--- src/rtl/seg_scan_ctrl.sv ---
// Time-multiplexed scan controller for an 8-digit seven-segment display with
// a blank gap between digits and frame-boundary commit of host writes.
// Optional build macro SEG_LEADING_ZERO_BLANK_EN blanks leading-zero digits.
module seg_scan_ctrl #(
  parameter int DIV = 100000,
  parameter int GAP = 1000
) (
  input  logic        clk,
  input  logic        reset,
  input  logic        en,
  input  logic        wr_en,
  input  logic [31:0] wr_data,
  input  logic [7:0]  wr_mask,
  output logic        pending,
  output logic [3:0]  num,
  output logic [2:0]  sel,
  output logic [7:0]  an,
  output logic        frame_start
);

  if ((GAP < 1) || (GAP >= DIV)) begin : g_param_check
    $error("seg_scan_ctrl: parameters must satisfy 1 <= GAP < DIV");
  end

  localparam int CW = (DIV > 1) ? $clog2(DIV) : 1;
  localparam logic [CW-1:0] SHOW_LAST = CW'(DIV - GAP - 1);
  localparam logic [CW-1:0] GAP_LAST  = CW'(GAP - 1);

  typedef enum logic [1:0] {
    ST_OFF  = 2'd0,
    ST_SHOW = 2'd1,
    ST_GAP  = 2'd2
  } state_t;

  state_t         state_r;
  state_t         state_s;
  logic [2:0]     idx_r;
  logic [2:0]     idx_s;
  logic [CW-1:0]  cnt_r;
  logic [CW-1:0]  cnt_s;
  logic           commit_s;
  logic [31:0]    active_data_r;
  logic [31:0]    data_s;
  logic [7:0]     active_mask_r;
  logic [7:0]     mask_s;
  logic [31:0]    buf_data_r;
  logic [7:0]     buf_mask_r;
  logic           lit_s;
  logic [7:0]     an_s;
  logic [2:0]     sel_s;
  logic [3:0]     num_s;

`ifdef SEG_LEADING_ZERO_BLANK_EN
  // Digit idx is a leading zero when it and every more-significant nibble are 0.
  function automatic logic lead_zero(input logic [31:0] data, input logic [2:0] idx);
    logic [31:0] upper;
    upper = data >> {idx, 2'b00};
    return (idx != 3'd0) && (upper == 32'd0);
  endfunction
`endif

  // Next-state, commit decision and next output values.
  always_comb begin
    state_s  = state_r;
    idx_s    = idx_r;
    cnt_s    = cnt_r;
    commit_s = 1'b0;
    case (state_r)
      ST_OFF: begin
        if (en) begin
          state_s  = ST_SHOW;
          idx_s    = 3'd0;
          cnt_s    = '0;
          commit_s = 1'b1;
        end else begin
          state_s  = ST_OFF;
        end
      end
      ST_SHOW: begin
        if (!en) begin
          state_s = ST_OFF;
          idx_s   = 3'd0;
          cnt_s   = '0;
        end else if (cnt_r == SHOW_LAST) begin
          state_s = ST_GAP;
          cnt_s   = '0;
        end else begin
          cnt_s   = cnt_r + CW'(1);
        end
      end
      ST_GAP: begin
        if (!en) begin
          state_s = ST_OFF;
          idx_s   = 3'd0;
          cnt_s   = '0;
        end else if (cnt_r == GAP_LAST) begin
          state_s  = ST_SHOW;
          cnt_s    = '0;
          idx_s    = idx_r + 3'd1;
          commit_s = (idx_r == 3'd7);
        end else begin
          cnt_s    = cnt_r + CW'(1);
        end
      end
      default: begin
        state_s = ST_OFF;
        idx_s   = 3'd0;
        cnt_s   = '0;
      end
    endcase

    // The commit edge already shows the newly committed value.
    if (commit_s && pending) begin
      data_s = buf_data_r;
      mask_s = buf_mask_r;
    end else begin
      data_s = active_data_r;
      mask_s = active_mask_r;
    end

`ifdef SEG_LEADING_ZERO_BLANK_EN
    lit_s = mask_s[idx_s] & ~lead_zero(data_s, idx_s);
`else
    lit_s = mask_s[idx_s];
`endif

    an_s  = 8'hFF;
    sel_s = 3'd0;
    num_s = 4'd0;
    case (state_s)
      ST_OFF: begin
        an_s  = 8'hFF;
        sel_s = 3'd0;
        num_s = 4'd0;
      end
      ST_SHOW: begin
        sel_s = idx_s;
        num_s = data_s[{idx_s, 2'b00} +: 4];
        if (lit_s) begin
          an_s = ~(8'b0000_0001 << idx_s);
        end else begin
          an_s = 8'hFF;
        end
      end
      ST_GAP: begin
        an_s  = 8'hFF;
        sel_s = sel;
        num_s = num;
      end
      default: begin
        an_s  = 8'hFF;
        sel_s = 3'd0;
        num_s = 4'd0;
      end
    endcase
  end

  // State, display buffers and registered outputs.
  always_ff @(posedge clk) begin
    if (reset) begin
      state_r       <= ST_OFF;
      idx_r         <= 3'd0;
      cnt_r         <= '0;
      active_data_r <= 32'd0;
      active_mask_r <= 8'hFF;
      buf_data_r    <= 32'd0;
      buf_mask_r    <= 8'd0;
      pending       <= 1'b0;
      num           <= 4'd0;
      sel           <= 3'd0;
      an            <= 8'hFF;
      frame_start   <= 1'b0;
    end else begin
      state_r       <= state_s;
      idx_r         <= idx_s;
      cnt_r         <= cnt_s;
      active_data_r <= data_s;
      active_mask_r <= mask_s;
      num           <= num_s;
      sel           <= sel_s;
      an            <= an_s;
      frame_start   <= commit_s;
      // A write on a commit edge lands after the old buffer is taken.
      if (wr_en) begin
        buf_data_r <= wr_data;
        buf_mask_r <= wr_mask;
        pending    <= 1'b1;
      end else if (commit_s) begin
        pending    <= 1'b0;
      end else begin
        pending    <= pending;
      end
    end
  end

endmodule

--- config.mk ---
export PLATFORM = sky130hd
export DESIGN_NAME = seg_scan_ctrl
export DESIGN_NICKNAME = d
export VERILOG_FILES = /design/src/rtl/seg_scan_ctrl.sv
export SDC_FILE = /design/constraint.sdc
export NUM_CORES = 1
export LEC_CHECK = 0
export BUFFER_PORTS_ARGS = -buffer_cell sky130_fd_sc_hd__buf_2
export CAP_MARGIN = 20
export CORE_MARGIN = 4
export CORE_UTILIZATION = 52
export CTS_CLUSTER_DIAMETER = 200
export DETAILED_ROUTE_END_ITERATION = 6
export PLACE_DENSITY = 0.74
export SYNTH_ARGS = -nofsm -noshare
export SYNTH_HDL_FRONTEND = slang
export SYNTH_SLANG_ARGS = --single-unit
--- constraint.sdc ---
create_clock -name clk -period 2.4 [get_ports clk]
set_input_delay 0.24 -clock clk [delete_from_list [all_inputs] [get_ports clk]]
set_output_delay 0.24 -clock clk [all_outputs]
set_load 0.01 [all_outputs]
# Word-level counts from Yosys, hierarchy flattened
# Cells that the tools add are included.
totals:
  ff_bits: 119
  out_inout_bits: 17
  input_bits: 44
  word_cells: 61
op_classes:
  eq_ne: 8
  n_bitwise: 3
  magnitude_cmp: 1
  add_sub_neg: 2
  shift: 2
  reduce_logical: 4
  muxes: 29
ops:
  columns: ["cell", "n"]
  rows:
  - ["17-bit 2-to-1 mux", 5]
  - ["17-bit one-hot mux with 3 select lines", 1]
  - ["32-bit 2-to-1 mux", 1]
  - ["32-bit by 6-bit indexed part select with 4-bit output", 1]
  - ["17-bit by 1-bit adder with 17-bit output, second input constant", 1]
  - ["17-bit by 10-bit equality test with 1-bit output, second input constant", 1]
  - ["17-bit equality test, second input constant", 1]
  - ["3-bit 2-to-1 mux", 4]
  - ["3-bit one-hot mux with 3 select lines", 1]
  - ["2-bit 2-to-1 mux", 4]
  - ["8-bit 2-to-1 mux", 1]
  - ["8-bit NOT", 1]
  - ["4-bit one-hot mux with 2 select lines", 1]
  - ["1-bit by 3-bit left shift with 8-bit output, first input constant", 1]
  - ["1-bit 2-to-1 mux", 7]
  - ["2-bit one-hot mux with 3 select lines", 1]
  - ["3-bit one-hot mux with 2 select lines", 1]
  - ["2-bit by 1-bit equality test with 1-bit output, second input constant", 2]
  - ["2-bit equality test, second input constant", 2]
  - ["3-bit by 4-bit less-than comparator with 1-bit output, second input constant", 1]
  - ["3-bit by 1-bit adder with 3-bit output, second input constant", 1]
  - ["1-bit binary-select mux with 3-bit select", 1]
  - ["3-bit equality test, second input constant", 1]
  - ["3-bit OR reduction", 1]
  - ["6 further kinds", 7]

# Depth between registers and ports, before layout
# Gate-level depths: netlist of the first run.
depth:
  word_depth: 10
  ltp_mapped: 12
  ltp_nobuf: 10

# Worst setup path before layout of the first run
# Ideal clock, no wire load.
synth_timing:
  path_type: "reg-to-reg"
  startpoint: "register cnt_r[0]"
  endpoint: "register an[5]"
  stages_incl_launch_ff: 9
  synth_period_minus_slack_ns: 2.530
  t_required_ns: 2.265
  setup_ns: 0.135
  path_slack_ns: -0.130
  path_buffers: 1
  arrival_ns: 2.395
  cell_sequence: "dfxtp_1 -> ha_1 -> nor4b_1 -> a41oi_1 -> or3_1 -> buf_6 -> mux2i_1 -> mux2_2 -> or4_4"
synth_via:
  elab_chain_cells: 10
  word_cells_on_any_way: 23
  cone_classes: "eq/ne (3); shift (1); mux (14); bitwise (3); reduce/logical (2)"
synth_lines:
  columns: ["element", "line", "text"]
  rows:
  - ["start: declaration", "39", "logic [CW-1:0] cnt_r;"]
  - ["start signal: assignment", "176", "cnt_r <= cnt_s;"]
  - ["17-bit by 10-bit equality test with 1-bit output", "96", "end else if (cnt_r == GAP_LAST) begin"]
  - ["1-bit 2-to-1 mux", "96", null]
  - ["1-bit 2-to-1 mux", "92", "if (!en) begin"]
  - ["1-bit one-hot mux with 2 select lines", "68", "case (state_r)"]
  - ["1-bit logical AND", "113", "if (commit_s && pending) begin"]
  - ["8-bit 2-to-1 mux", "113", null]
  - ["1-bit binary-select mux with 3-bit select", "124", "lit_s = mask_s[idx_s];"]
  - ["1-bit 2-to-1 mux (not written as such)", "124", null]
  - ["1-bit NOT (no line)", null, null]
  - ["3-bit OR reduction (no line)", null, null]
  - ["end signal: assignment", "181", "an <= an_s;"]
  - ["end: declaration", "17", "output logic [7:0] an,"]
# Several ways; a longest one is shown, not always the timed one. The select of a mux whose other input is x is not followed.
# A chain may end at the register's enable or synchronous reset.

# Worst setup path after layout of the first run
layout_timing:
  startpoint: "register cnt_r[1]"
  endpoint: "register an[5]"
# Same word-level chain as after synthesis.

==> tab_implementation.tex, run 1 <==
\begin{tabular}{lr}
\hline
Metric & Value \\
\hline
\multicolumn{2}{l}{\textbf{Outcome}} \\
\quad Run status & finished, violations left \\
\quad Violated checks & negative setup slack \\
\multicolumn{2}{l}{\textbf{Worst setup path}} \\
\quad Crit path capture type & flop \\
\quad Cell depth of the worst flop-to-flop path & 8 \\
\quad Reg-to-Reg End & an[5] \\
\quad Buf/Inv on CP & 0 \\
\quad Worst endpoint data arrival time & 2.82 ns \\
\quad Critical path peak fanout & 5 \\
\quad Crit path max-delay family & simple AND/OR/NAND/NOR gates \\
\quad Critical path type & reg2reg \\
\quad Kind of launch point of the worst setup path & flop \\
\quad Reg-to-reg slack, setup & -0.02 ns \\
\quad Slowest cell delay on critical path & 0.41 ns \\
\quad Cell-by-cell trace of the critical path & ha\_4 > and4bb\_2 > nand4b\_1 > a21oi\_2 > or3\_4 > mux2i\_1 > mux2\_4 > or4\_4 \\
\quad CP max stage cell & sky130\_fd\_sc\_hd\_\_or4\_4 \\
\quad Start of the worst register-to-register path & cnt\_r[1] \\
\quad Worst path required time & between 2 and 3 ns \\
\multicolumn{2}{l}{\textbf{Min path}} \\
\quad Worst hold endpoint & buf\_data\_r[19] \\
\quad Hold path startpoint & wr\_data[19] \\
\quad WHS Path Cells & 3 \\
\quad Kind of path behind the tightest hold check & in2reg \\
\multicolumn{2}{l}{\textbf{Placed design}} \\
\quad Post-Place Cell Area & 6010 um\^{}2 \\
\quad Routability cong. & approximately 0.84 \\
\quad Placed Cells & about 800 \\
\quad I/O Buffers & 60 \\
\quad Post-placement worst setup slack & -0.152 ns \\
\quad Final HPWL from detailed placement & 9230 um \\
\multicolumn{2}{l}{\textbf{Timing}} \\
\quad Setup repair after global routing missed its margin & yes \\
\quad Peak Freq & 413 MHz \\
\quad Setup TNS & -0.0684 ns \\
\quad Least-Margin Pin Slew & 0.925 ns \\
\quad Number of max-slew violations in the final report & 0 \\
\quad Number of failing hold endpoints at the final stage & 0 \\
\quad Share of the clock period used by the worst path & 101\% \\
\quad Min Clock Period, post-route & 2.42 ns \\
\quad Count of endpoints failing setup in the final report & 4 \\
\quad Final setup margin & -0.0228 ns \\
\quad Setup Skew & 0.00920 ns \\
\quad Relative slew margins & a little under two fifths \\
\multicolumn{2}{l}{\textbf{Global route}} \\
\quad Total track usage & approximately a quarter \\
\quad Overflow left after global routing & 0 \\
\quad Global-route wire length before repair & between 20000 and 25000 um \\
\quad Pin count of the biggest net entering global routing & just over 90 \\
\quad Vias in the first global route & 4851 \\
\quad Initial antenna violation count & 0 \\
\multicolumn{2}{l}{\textbf{Cells and area}} \\
\quad Most used cells in the layout excluding fill and tap cells & 120 x sky130\_fd\_sc\_hd\_\_nand2\_1, 110 x sky130\_fd\_sc\_hd\_\_dfxtp\_1, 72 x sky130\_fd\_sc\_hd\_\_nor2\_1, 60 x sky130\_fd\_sc\_hd\_\_buf\_2, 50 x sky130\_fd\_sc\_hd\_\_mux2i\_1 \\
\quad Ratio of cells with drive above 1 in the final layout & between 20\% and 30\% \\
\quad Most frequent standard cell in the layout excluding fill and tap cells & sky130\_fd\_sc\_hd\_\_nand2\_1 \\
\quad Inserted Diodes & 0 \\
\quad Net count of the finished layout & 790 \\
\quad Multi-input gate area & 2910 um\^{}2 \\
\quad Fillers & a little under 700 \\
\quad Seq. cell area & $\sim$2400 um\^{}2 \\
\quad Post-route cell area & 7340 um\^{}2 \\
\quad Non-filler cells in the finished layout & 885 \\
\quad Area added between synthesis and finish & 39.7\% \\
\multicolumn{2}{l}{\textbf{Clocking}} \\
\quad Clock root buffer master & sky130\_fd\_sc\_hd\_\_clkbuf\_8 \\
\quad Clock sink count & 119 \\
\quad Reg clk slew, reported paths & 0.06 ns \\
\quad Cts bufs inserted & 17 \\
\quad Max Buffers Root-to-Sink & 2 \\
\quad TritonCTS clock tree & built \\
\quad Clock Latency Late Sink & around 0.53 ns \\
\quad H-tree levels & 4 \\
\multicolumn{2}{l}{\textbf{Synthesis}} \\
\quad Dominant register cell in the synthesized netlist & sky130\_fd\_sc\_hd\_\_dfxtp\_1 \\
\quad \#FFs+latches synth & 119 \\
\quad Synth top area cells & sky130\_fd\_sc\_hd\_\_dfxtp\_1 45\%, sky130\_fd\_sc\_hd\_\_mux2i\_1 9.9\%, sky130\_fd\_sc\_hd\_\_nand2\_1 8.6\% \\
\quad Arithmetic-cell share of the synthesized area counting full adders, half adders and majority gates & 1.67\% \\
\quad Dominant combinational cell family by area after synthesis & simple AND/OR/NAND/NOR gates \\
\quad Cell type with the highest aggregate area in the netlist & sky130\_fd\_sc\_hd\_\_dfxtp\_1 \\
\quad Synthesized-area fraction occupied by ao, oa, aoi and oai cells & 8.76\% \\
\quad Cell area after technology mapping & 5260 um\^{}2 \\
\quad Post-synth EDFFs & 0 \\
\quad Post-synthesis cell count & around 600 \\
\quad Share of synthesized flip-flops with an asynchronous set or reset & 0\% \\
\quad Xor/xnor cell area share of the yosys netlist & 2.17\% \\
\quad Distinct cell type count of the synthesized netlist & 53 \\
\quad Net count of the mapped netlist & 653 \\
\quad Portion of netlist area occupied by mux cells & 13.0\% \\
\quad Avg Cell Area, Syn & 8.73 um\^{}2 \\
\quad Area fraction in and, or, nand and nor cells after synthesis & between 20 and 30\% \\
\quad Count of warnings emitted by yosys & 0 \\
\quad Proportion of netlist area held by the largest area contributor & 45.3\% \\
\quad Share of the yosys chip area belonging to registers & 45.3\% \\
\multicolumn{2}{l}{\textbf{Floorplanning}} \\
\quad Vertical extent of the die & around 110 um \\
\quad Die X-Extent & 109 um \\
\quad Initial standard-cell utilization of the core & 53.5\% \\
\quad Placeable core region & 9820 um\^{}2 \\
\quad Boundary pin count & 61 \\
\quad Standard-cell rows & 36 \\
\quad Floorplan die area & around 12000 um\^{}2 \\
\multicolumn{2}{l}{\textbf{Power and ir drop}} \\
\quad Pleak & 3.08 nW \\
\quad Power per unit of standard cell area & 718 nW/um\^{}2 \\
\quad Peak ir drop on the vdd network & 0.587 mV \\
\multicolumn{2}{l}{\textbf{Detailed routing}} \\
\quad DRC marker count from the first detailed-route iteration & $\sim$310 \\
\quad First-pass iteration count of the detailed router & 7 \\
\quad WL per Instance & 16.4 um \\
\quad Total Wirelength & 14600 um \\
\quad Vias & 4840 \\
\quad DRC violations left & 0 \\
\quad Via density & between 5 and 6 \\
\quad Antenna Nets Post-Route & 0 \\
\multicolumn{2}{l}{\textbf{Run}} \\
\quad Maximum Capacitance Violations & 0 \\
\hline
\end{tabular}
==> worst max path at each step <==
stage | startpoint | endpoint | slack (ns) | depth (start not counted)
finish | cnt_r[1] | an[5] | -0.02 | 8
global route | state_r[0] | an[7] | -0.11 | 13
CTS | cnt_r[4] | an[5] | -0.004 | 9
detailed placement | cnt_r[0] | num[0] | -0.15 | 10
global placement | cnt_r[1] | num[0] | -0.12 | 10
floorplan | state_r[0] | an[5] | 0.04 | 10
==> kinds of logic after synthesis <==
kind of cell             count (synthesis)
buffers and inverters                   44
AO/OA/AOI/OAI                           76
adder cells (fa/ha/maj)                  7
multiplexers                            61
flip-flops                             119
AND/OR/NAND/NOR                        282
XOR/XNOR                                13
==> cells in the mapped netlist (4+ instances only) <==
library cell / count
sky130_fd_sc_hd__buf_1: 5
sky130_fd_sc_hd__xor2_1: 10
sky130_fd_sc_hd__nand4_1: 7
sky130_fd_sc_hd__mux2_2: 4
sky130_fd_sc_hd__nand3b_1: 8
sky130_fd_sc_hd__ha_1: 7
sky130_fd_sc_hd__mux2i_1: 52
sky130_fd_sc_hd__and3_1: 8
sky130_fd_sc_hd__a22oi_1: 6
sky130_fd_sc_hd__and2_1: 5
sky130_fd_sc_hd__clkbuf_1: 20
sky130_fd_sc_hd__a21oi_1: 44
sky130_fd_sc_hd__buf_2: 11
sky130_fd_sc_hd__inv_1: 5
sky130_fd_sc_hd__o21ai_0: 5
sky130_fd_sc_hd__nand2_1: 121
sky130_fd_sc_hd__a32oi_1: 5
sky130_fd_sc_hd__nand3_1: 30
sky130_fd_sc_hd__nor3_1: 7
sky130_fd_sc_hd__dfxtp_1: 119
sky130_fd_sc_hd__nor2_1: 75
==> flip-flops by register name, summed over array words and instances (netlist names) <==
name,count
buf_data_r,32
num,4
cnt_r,17
active_mask_r,8
active_data_r,32
pending,1
frame_start,1
sel,3
buf_mask_r,8
an,8
state_r,2
idx_r,3
==> metal layers <==
metal | wire [um] | part of all wire, % | vias up | global-route usage [%]
met5 | 0 | 0 | - | 0
met4 | 477 | 3.3 | 0 | 13.9
met3 | 638 | 4.4 | 41 | 5.43
met2 | 7620 | 52 | 138 | 45.2
met1 | 5820 | 40 | 2309 | 28.9
li1 | - | - | 2352 | -
==> where the power goes <==
group	internal, mW	total (mW)	switching, mW
logic	0.193	0.390	0.197
registers	2.04	2.09	0.0503
clock network	1.88	2.79	0.905
==> worst reg2reg max path, cell delays in order (launching register included) <==
cell	delay [ns]
sky130_fd_sc_hd__dfxtp_2	0.33
sky130_fd_sc_hd__ha_4	0.17
sky130_fd_sc_hd__and4bb_2	0.22
sky130_fd_sc_hd__nand4b_1	0.20
sky130_fd_sc_hd__a21oi_2	0.12
sky130_fd_sc_hd__or3_4	0.39
sky130_fd_sc_hd__mux2i_1	0.14
sky130_fd_sc_hd__mux2_4	0.30
sky130_fd_sc_hd__or4_4	0.42
==> layout make-up <==
class | instances | share of cell area [%]
Clock buffer | 22 | 6.31
Clock inverter | 10 | 2.59
Inverter | 5 | 0.256
Multi-Input combinational cell | 439 | 39.7
Sequential cell | 119 | 32.6
Tap cell | 133 | 2.27
Timing Repair Buffer | 157 | 16.2
==> through the flow <==
step	hold WS (ns)	util, %	total power [mW]
final	0.0246	74.7	5.27
after global routing	0.0456	74.7	5.42
after CTS	0.00988	73.0	5.27
after detailed placement	0.447	61.2	2.44
after global placement	0.436	61.2	2.43
after floorplan	0.317	-	2.31
==> what timing repair did <==
action / in CTS / in global routing
hold buffers: 40 / 0
hold endpoints to repair: 40 / 0
gates resized for setup: 19 / 34
endpoints found under the setup margin: 9 / 14
setup buffers: 7 / 2
pin swaps: 5 / 11
Power figures use the tool's default switching activity.
==> run 2: changes to the inputs <==
--- a/config.mk
+++ b/config.mk
@@ -11,7 +11,7 @@
 export CORE_UTILIZATION = 52
 export CTS_CLUSTER_DIAMETER = 200
 export DETAILED_ROUTE_END_ITERATION = 6
-export PLACE_DENSITY = 0.74
+export PLACE_DENSITY = 0.75
 export SYNTH_ARGS = -nofsm -noshare
 export SYNTH_HDL_FRONTEND = slang
 export SYNTH_SLANG_ARGS = --single-unit
==> tab_implementation.tex, run 2 (synthesis gave the netlist of run 1 again) <==
\begin{tabular}{lr}
\hline
Metric & Value \\
\hline
\multicolumn{2}{l}{\textbf{Outcome}} \\
\quad Run status & finished, violations left (unchanged) \\
\quad Violated checks & negative setup slack (unchanged) \\
\multicolumn{2}{l}{\textbf{Cells and area}} \\
\quad Inserted Diodes & 0 (unchanged) \\
\quad Core occupancy in the finished layout & 73.3\% (was 74.7\%) \\
\quad Area added between synthesis and finish & 36.9\% (was 39.7\%) \\
\quad Most used cells in the layout excluding fill and tap cells & 119 x sky130\_fd\_sc\_hd\_\_nand2\_1, 108 x sky130\_fd\_sc\_hd\_\_dfxtp\_1, 72 x sky130\_fd\_sc\_hd\_\_nor2\_1, 60 x sky130\_fd\_sc\_hd\_\_buf\_2, 50 x sky130\_fd\_sc\_hd\_\_mux2i\_1 (was 120 x sky130\_fd\_sc\_hd\_\_nand2\_1, 110 x sky130\_fd\_sc\_hd\_\_dfxtp\_1, 72 x sky130\_fd\_sc\_hd\_\_nor2\_1, 60 x sky130\_fd\_sc\_hd\_\_buf\_2, 50 x sky130\_fd\_sc\_hd\_\_mux2i\_1) \\
\quad Multi-input gate area & 2870 um\^{}2 (was 2910 um\^{}2) \\
\quad Fillers & 716 (was 686) \\
\quad Ratio of cells with drive above 1 in the final layout & 27.2\% (was 27.8\%) \\
\quad Regs by FF count & active\_data\_r: 32 flops, buf\_data\_r: 32 flops, cnt\_r: 17 flops (unchanged) \\
\quad Post-route cell area & 7190 um\^{}2 (was 7340 um\^{}2) \\
\quad Seq. cell area & 2400 um\^{}2 (about the same) \\
\quad Most frequent standard cell in the layout excluding fill and tap cells & sky130\_fd\_sc\_hd\_\_nand2\_1 (unchanged) \\
\quad Net count of the finished layout & 788 (was 790) \\
\quad Non-filler cells in the finished layout & 882 (was 885) \\
\multicolumn{2}{l}{\textbf{Min path}} \\
\quad Kind of path behind the tightest hold check & in2reg (unchanged) \\
\multicolumn{2}{l}{\textbf{Placed design}} \\
\quad Routability cong. & 0.872 (was 0.837) \\
\quad Final HPWL from detailed placement & 9200 um (was 9230 um) \\
\quad Post-placement worst setup slack & -0.0893 ns (was -0.152 ns) \\
\quad Placed Cells & 805 (was 804) \\
\quad I/O Buffers & 60 (unchanged) \\
\quad Post-Place Cell Area & 6030 um\^{}2 (was 6010 um\^{}2) \\
\multicolumn{2}{l}{\textbf{Global route}} \\
\quad Global-route wire length before repair & 23000 um (was 23300 um) \\
\quad Total track usage & 24.8\% (was 25.7\%) \\
\quad Pin count of the biggest net entering global routing & 92 (unchanged) \\
\quad Vias in the first global route & 4873 (was 4851) \\
\quad Initial antenna violation count & 0 (unchanged) \\
\quad Overflow left after global routing & 0 (unchanged) \\
\multicolumn{2}{l}{\textbf{Floorplanning}} \\
\quad Die X-Extent & 109 um (unchanged) \\
\quad Initial standard-cell utilization of the core & 53.5\% (unchanged) \\
\quad Placeable core region & 9820 um\^{}2 (unchanged) \\
\quad Vertical extent of the die & 109 um (unchanged) \\
\quad Floorplan die area & 11800 um\^{}2 (unchanged) \\
\quad Boundary pin count & 61 (unchanged) \\
\quad Standard-cell rows & 36 (unchanged) \\
\multicolumn{2}{l}{\textbf{Clocking}} \\
\quad TritonCTS clock tree & built (unchanged) \\
\quad Max Buffers Root-to-Sink & 2 (unchanged) \\
\quad Cts bufs inserted & 17 (unchanged) \\
\quad Clock root buffer master & sky130\_fd\_sc\_hd\_\_clkbuf\_8 (unchanged) \\
\quad Clock sink count & 119 (unchanged) \\
\quad H-tree levels & 4 (unchanged) \\
\quad Reg clk slew, reported paths & 0.06 ns (about the same) \\
\quad Clock Latency Late Sink & 0.52 ns (was 0.53 ns) \\
\multicolumn{2}{l}{\textbf{Timing}} \\
\quad Relative slew margins & 39.0\% (was 38.3\%) \\
\quad Peak Freq & 407 MHz (was 413 MHz) \\
\quad Setup repair after global routing missed its margin & yes (unchanged) \\
\quad Share of the clock period used by the worst path & 102\% (was 101\%) \\
\quad Number of max-slew violations in the final report & 0 (unchanged) \\
\quad Least-Margin Pin Slew & 0.916 ns (was 0.925 ns) \\
\quad Setup Skew & 0.00697 ns (was 0.00920 ns) \\
\quad Min Clock Period, post-route & 2.46 ns (was 2.42 ns) \\
\quad Final setup margin & -0.0585 ns (was -0.0228 ns) \\
\quad Number of failing hold endpoints at the final stage & 0 (unchanged) \\
\quad Count of endpoints failing setup in the final report & 6 (was 4) \\
\quad Worst hold slack after final layout & 0.0230 ns (was 0.0246 ns) \\
\quad Setup TNS & -0.172 ns (was -0.0684 ns) \\
\multicolumn{2}{l}{\textbf{Power and ir drop}} \\
\quad Internal Power & 3.72 mW (was 4.12 mW) \\
\quad Share of total power in combinational logic & 8.0\% (was 7.4\%) \\
\quad Switching component of the power & 1.18 mW (was 1.15 mW) \\
\quad Peak ir drop on the vdd network & 0.648 mV (was 0.587 mV) \\
\quad Relative contribution of the clock network to total power & 49.5\% (was 52.9\%) \\
\quad Power per unit of standard cell area & 681 nW/um\^{}2 (was 718 nW/um\^{}2) \\
\quad Proportion of total power due to net switching & 24.2\% (was 21.9\%) \\
\quad Pleak & 3.01 nW (was 3.08 nW) \\
\quad Sequential Power Share & 42.6\% (was 39.7\%) \\
\quad Final total power & 4.90 mW (was 5.27 mW) \\
\multicolumn{2}{l}{\textbf{Worst setup path}} \\
\quad Crit path capture type & flop (unchanged) \\
\quad Critical path type & reg2reg (unchanged) \\
\quad Worst path required time & 2.79 ns (was 2.80 ns) \\
\quad Kind of launch point of the worst setup path & flop (unchanged) \\
\quad Reg-to-reg slack, setup & -0.06 ns (was -0.02 ns) \\
\quad Critical path peak fanout & 6 (was 5) \\
\quad Worst endpoint data arrival time & 2.85 ns (was 2.82 ns) \\
\multicolumn{2}{l}{\textbf{Detailed routing}} \\
\quad First-pass iteration count of the detailed router & 7 (unchanged) \\
\quad DRC marker count from the first detailed-route iteration & 359 (was 313) \\
\quad Via density & 5.50 (was 5.47) \\
\quad Vias & 4848 (was 4840) \\
\quad DRC violations left & 0 (unchanged) \\
\quad WL per Instance & 15.8 um (was 16.4 um) \\
\quad Total Wirelength & 14000 um (was 14600 um) \\
\quad Antenna Nets Post-Route & 0 (unchanged) \\
\multicolumn{2}{l}{\textbf{Run}} \\
\quad Maximum Capacitance Violations & 0 (unchanged) \\
\hline
\end{tabular}
==> run 2: cell type report <==
class / count / share of cell area [%]
Timing Repair Buffer: 155 / 16.4
Tap cell: 133 / 2.31
Multi-Input combinational cell: 439 / 39.9
Clock inverter: 14 / 2.09
Clock buffer: 17 / 5.76
Inverter: 5 / 0.261
Sequential cell: 119 / 33.3
==> run 2: power groups by stage <==
| stage | combinational, mW | clock, mW | sequential, mW |
|---|---|---|---|
| 6_report | 0.390 | 2.42 | 2.08 |
| 5_1_grt | 0.427 | 2.56 | 2.09 |
| 4_1_cts | 0.369 | 2.45 | 2.08 |
| 3_5_place_dp | 0.315 | 0 | 2.13 |
| 3_3_place_gp | 0.301 | 0 | 2.12 |
| 2_1_floorplan | 0.198 | 0 | 2.11 |
==> run 2: worst max-delay path: stages, from the launching register on <==
cell                       delay (ns)
sky130_fd_sc_hd__dfxtp_2         0.33
sky130_fd_sc_hd__ha_4            0.17
sky130_fd_sc_hd__and4bb_2        0.22
sky130_fd_sc_hd__and4b_2         0.25
sky130_fd_sc_hd__o31ai_1         0.52
sky130_fd_sc_hd__nor3_1          0.13
sky130_fd_sc_hd__buf_4           0.20
sky130_fd_sc_hd__and3_4          0.18
sky130_fd_sc_hd__a32oi_1         0.21
sky130_fd_sc_hd__nand3_1         0.11
==> run 2: worst paths after layout <==
check,startpoint,endpoint,cells past startpoint
setup / recovery,cnt_r[0],num[0],9
hold / removal,wr_data[13],buf_data_r[13],3
setup reg to reg,cnt_r[0],num[0],9
hold reg to reg,active_data_r[0],active_data_r[0],2
==> run 2: repair_timing <==
| item | CTS | global route |
|---|---|---|
| hold buffers | 39 | 0 |
| endpoints found under the setup margin | 12 | 16 |
| pin swaps | 6 | 9 |
| setup buffers | 4 | 6 |
| gates cloned | 0 | 0 |
| endpoints found under the hold margin | 39 | 0 |
| gates resized for setup | 15 | 30 |
==> run 2: layer usage <==
layer,routed length (um),share of wire (%),track usage (%)
met4,287,2.1,9.83
met2,7370,53,44.3
met5,0,0,0
met1,5640,40,27.8
met3,677,4.8,6.99
